===== config.mk =====
export PLATFORM = sky130hd
export DESIGN_NAME = generic_mem_requester
export DESIGN_NICKNAME = d
export VERILOG_FILES = /design/src/rtl/generic_mem_requester.sv
export SDC_FILE = /design/constraint.sdc
export NUM_CORES = 1
export LEC_CHECK = 0
export BUFFER_PORTS_ARGS = -buffer_cell sky130_fd_sc_hd__buf_2
export CAP_MARGIN = 5
export CORE_UTILIZATION = 40
export DETAILED_ROUTE_END_ITERATION = 8
export GPL_TIMING_DRIVEN = 0
export HOLD_SLACK_MARGIN = 0.03
export PLACE_DENSITY_LB_ADDON = 0.2
export SLEW_MARGIN = 20
export SYNTH_ARGS = -nofsm -noshare
export SYNTH_HDL_FRONTEND = slang
export SYNTH_SLANG_ARGS = --single-unit

===== constraint.sdc =====
create_clock -name clk -period 1.7 [get_ports clk]
set_input_delay 0.085 -clock clk [delete_from_list [all_inputs] [get_ports clk]]
set_output_delay 0.085 -clock clk [all_outputs]
set_load 0.05 [all_outputs]

===== src/rtl/generic_mem_requester.sv =====
// Initiator front end for a single-port memory with one-cycle read latency:
// request channel in, memory drive out, read data returned in order through a credit-limited FIFO.
module generic_mem_requester #(
    parameter type T         = logic [31:0],
    parameter int  ADDR_W    = 8,
    parameter int  RSP_DEPTH = 4
) (
    input  logic              clk,
    input  logic              rst,
    input  logic              req_valid,
    output logic              req_ready,
    input  logic              req_write,
    input  logic [ADDR_W-1:0] req_addr,
    input  T                  req_wdata,
    output logic              rsp_valid,
    input  logic              rsp_ready,
    output T                  rsp_rdata,
    output logic [ADDR_W-1:0] mem_addr,
    output T                  mem_write_data,
    output logic              mem_write_en,
    input  T                  mem_read_data,
    output logic              idle
);

    localparam int PTR_W = (RSP_DEPTH > 1) ? $clog2(RSP_DEPTH) : 1;
    localparam int CNT_W = $clog2(RSP_DEPTH + 1);
    localparam logic [PTR_W-1:0] LAST_PTR = PTR_W'(RSP_DEPTH - 1);
    localparam logic [CNT_W-1:0] DEPTH_C  = CNT_W'(RSP_DEPTH);

    logic [PTR_W-1:0] rd_ptr_q, rd_ptr_d;
    logic [PTR_W-1:0] wr_ptr_q, wr_ptr_d;
    logic [CNT_W-1:0] count_q, count_d;
    logic             inflight_q, inflight_d;
    T                 storage_q [RSP_DEPTH];

    logic accept;
    logic push;
    logic pop;
    logic credit_ok;

    function automatic logic [PTR_W-1:0] next_ptr(input logic [PTR_W-1:0] p);
        return (p == LAST_PTR) ? '0 : p + PTR_W'(1);
    endfunction

    // A read reserves a FIFO slot at issue; a same-cycle pop does not return credit early.
    always_comb begin
        credit_ok      = (count_q + CNT_W'(inflight_q)) < DEPTH_C;
        req_ready      = ~rst & (req_write | credit_ok);
        accept         = req_valid & req_ready;
        mem_addr       = req_addr;
        mem_write_data = req_wdata;
        mem_write_en   = accept & req_write;
        rsp_valid      = (count_q != '0);
        rsp_rdata      = storage_q[rd_ptr_q];
        idle           = ~inflight_q & (count_q == '0);
        push           = inflight_q;
        pop            = rsp_valid & rsp_ready;
        inflight_d     = accept & ~req_write;
        wr_ptr_d       = push ? next_ptr(wr_ptr_q) : wr_ptr_q;
        rd_ptr_d       = pop ? next_ptr(rd_ptr_q) : rd_ptr_q;
        count_d        = count_q;
        case ({push, pop})
            2'b10:   count_d = count_q + CNT_W'(1);
            2'b01:   count_d = count_q - CNT_W'(1);
            default: count_d = count_q;
        endcase
    end

    always_ff @(posedge clk or posedge rst) begin
        if (rst) begin
            rd_ptr_q   <= '0;
            wr_ptr_q   <= '0;
            count_q    <= '0;
            inflight_q <= 1'b0;
        end else begin
            rd_ptr_q   <= rd_ptr_d;
            wr_ptr_q   <= wr_ptr_d;
            count_q    <= count_d;
            inflight_q <= inflight_d;
        end
    end

    // Storage needs no reset: an entry is only visible after it has been pushed.
    always_ff @(posedge clk) begin
        if (push) begin
            storage_q[wr_ptr_q] <= mem_read_data;
        end
    end

endmodule

==> impl_metrics.ini <==
[run_status]
status = finished, violations left
violations = negative setup slack

[floorplan]
placementRows = 42
die_w_um = 119
die_h_um = 119
io_pins = 153
initial_core_util_pct = 41.1
die_area_sq_um = 14100
coreArea_sq_um = 13300

[timing]
tightest_slew_ns = 0.531
post-route-period-util_pct = 112
finalClockSkew_ns = 0.00698
maxSlewViolCount = 0
finalCriticalPeriod_ns = 1.91
relSlewSlack_pct = 64.6
finalHoldViolations = 0
rsz0062_at_grt = true
max_freq_mhz = 525
setup_ws_ns = -0.207
timing.hold.ws_ns = 0.129
setup_violations = 34

[logic_synthesis]
synth-xor-area-share_pct = 0.640
netlist_top_cells_count = edfxtp_1, buf_4, mux4_2
synthesis.nets = 341
synthCells = 257
synth_compound_area_share_pct = 0.274
synth.distinct_cells = 27
synthMuxAreaShare_pct = 14.0
ys.warnings.count = 0
synth-adder-area-share_pct = 1.74
ys_ff_latch = 136
async_flop_share_pct = 5.88
synth_area_leaders = edfxtp_1, mux4_2, buf_4
synth_top_area_share_pct = 70.3
avgSynthCellArea_sq_um = 21.3
yosysTopAreaCell = edfxtp_1
synthSimpleGateAreaFrac_pct = 1.53
syn_area_sq_um = 5470
synth_top_family_by_area = multiplexers
synth_edf_count = 128
synth-main-ff-cell = edfxtp_1
yosysMostFrequentCell = edfxtp_1
synth_seq_area_share_pct = 73.9

[placed_design]
dp_hpwl_um = 5790
dp_slack_ns = -0.149
gp_congestion = 0.694
port_buffers = 112

[clock_network]
cts.sinks = 136
cts_made_buffers = 17
cts_tree = built
htree_levels = 4
insertion_delay_ns = 0.41
clockBufferDepth = 2
root_buffer = clkbuf_16
path_clk_slew_ns = 0.05

[worst_hold_path]
hold_start = rsp_ready
hold_depth = 5
hold_class = in2reg
hold_path_end = count_q[0]

[detailed_routing]
wl_met1_um = 4220
drt-initial-drc-count = 161
drcViolationCount = 0
detail-route-antenna-nets = 0
dr.pass1.iters = 4
via_per_inst = 4.58
dr_wl_met3_um = 479
met2_wirelength_um = 5280
wl_per_cell_um = 16.2
vias = 2863
routed_wirelength_um = 10100
top_layer = met4

[global_route]
grt_max_degree = 33
grt_util_all_layers_pct = 15.1
grt_pass1_wl_um = 15300
antenna_found_initial = 0
grt_pass1_vias = 3040
overflow = 0

[cells_and_area]
nNetsFinal = 520
drive_gt1_share_pct = 54.1
fillers = 1061
diodes = 0
regArea_sq_um = 4050
fin_util_pct = 56.9
syn_to_final_growth_pct = 38.2
multi_input_area_sq_um = 1020

[power_and_ir_drop]
cellPowerDensity_nw_per_um2 = 1660
power_mw = 12.5
p_leak_nw = 2.87
vdd_drop_max_mv = 1.25

[setup_path]
cp_common_cell = buf_12
endpoint_kind = output pin
cp_max_fo = 5
slowest_stage = mux4_2
worst_ep_arrival_time_ns = 1.82
r2r_end = count_q[2]
r2r-start = count_q[1]
crit_type = reg2out
r2r_setup_slack_ns = -0.07
required_ns = 1.62
r2r_cells = 9
start_kind = flop
slowest_delay_ns = 0.54
cp_cell_sequence = buf_12 -> buf_12 -> mux4_2 -> buf_6

[run]
drv_cap = 0
how the worst max path moves through the flow:
| stage | from | to | slack (ns) | cells after the start |
|---|---|---|---|---|
| 2_1_floorplan | count_q[0] | count_q[2] | -0.14 | 9 |
| 3_3_place_gp | wr_ptr_q[0] | storage_q[0][29] | -0.13 | 3 |
| 3_5_place_dp | wr_ptr_q[0] | storage_q[0][29] | -0.15 | 3 |
| 4_1_cts | rd_ptr_q[0] | rsp_rdata[9] | -0.24 | 4 |
| 5_1_grt | rd_ptr_q[0] | rsp_rdata[13] | -0.26 | 4 |
| 6_report | rd_ptr_q[0] | rsp_rdata[13] | -0.21 | 4 |
per-stage QoR:
step           cell area, sq um  cells  TNS (ns)
2_1_floorplan              5500    257    -0.253
3_3_place_gp               6280    545    -13.04
5_1_grt                    7560    625     -7.91
4_1_cts                    7420    620     -6.31
3_5_place_dp               6280    545    -13.08
6_report                   7560    625     -5.64
cell usage in the layout, fill, tap and decap left out, drive strengths merged:
cell / netlist / routed
dfrtp: 8 / 8
mux4: 32 / 32
nor4b: 1 / 1
and3: 1 / 1
fa: 1 / 1
nand3: 1 / 1
nor2: 3 / 3
mux2i: 1 / 1
clkinv: 0 / 9
nand2: 2 / 2
a21oi: 1 / 1
edfxtp: 128 / 128
dlygate4sd3: 0 / 35
clkinvlp: 0 / 1
clkbuf: 1 / 26
ha: 6 / 6
xnor2: 2 / 2
and2: 4 / 4
buf: 48 / 170
mux2: 2 / 2
inv: 9 / 9
xor2: 2 / 2
or3: 2 / 2
o21ai: 2 / 2
worst max-delay path, delay by kind of cell, from the launching register on:
kind     cells  cell delay, ns
mux          1            0.54
buf+inv      3            0.45
flops        1            0.41
area by class of cell:
cell class                 count  area share [%]
sequential                   136            53.5
timing repair buffer         161            17.5
multi-input combinational     63            13.5
clock buffer                  22            5.87
buffer                        48            5.48
tap                          176            2.91
clock inverter                10           0.745
inverter                       9           0.447
sequential cells by signal, summed over array words and instances (netlist names):
signal / count
storage_q: 128
count_q: 3
rd_ptr_q: 2
wr_ptr_q: 2
inflight_q: 1
metal layers:
layer,vias up,GRT usage (%)
li1,1330,-
met1,1422,17.5
met2,99,25.3
met3,12,5.08
met4,0,6.88
met5,-,0
power by group:
part	leakage, nW	internal, mW	switching, mW
clock	0.244	1.83	1.25
combinational	1.38	2.44	2.99
sequential	1.25	3.88	0.122
total	2.87	8.15	4.36
cells by family after synthesis:
logic type / Yosys count
flops: 136
buf+inv: 58
mux: 35
simple gates: 14
fa+ha+maj: 7
xor+xnor: 4
compound gates: 3
timing repair:
action | CTS | global route
buffers inserted | 9 | 1
hold endpoints to repair | 137 | 1
resized for setup | 83 | 8
hold buffers | 35 | 1
setup endpoints to repair | 164 | 38
gates cloned | 0 | 4
pin swaps | 4 | 2
No activity file was read; power rests on OpenSTA's default activity.
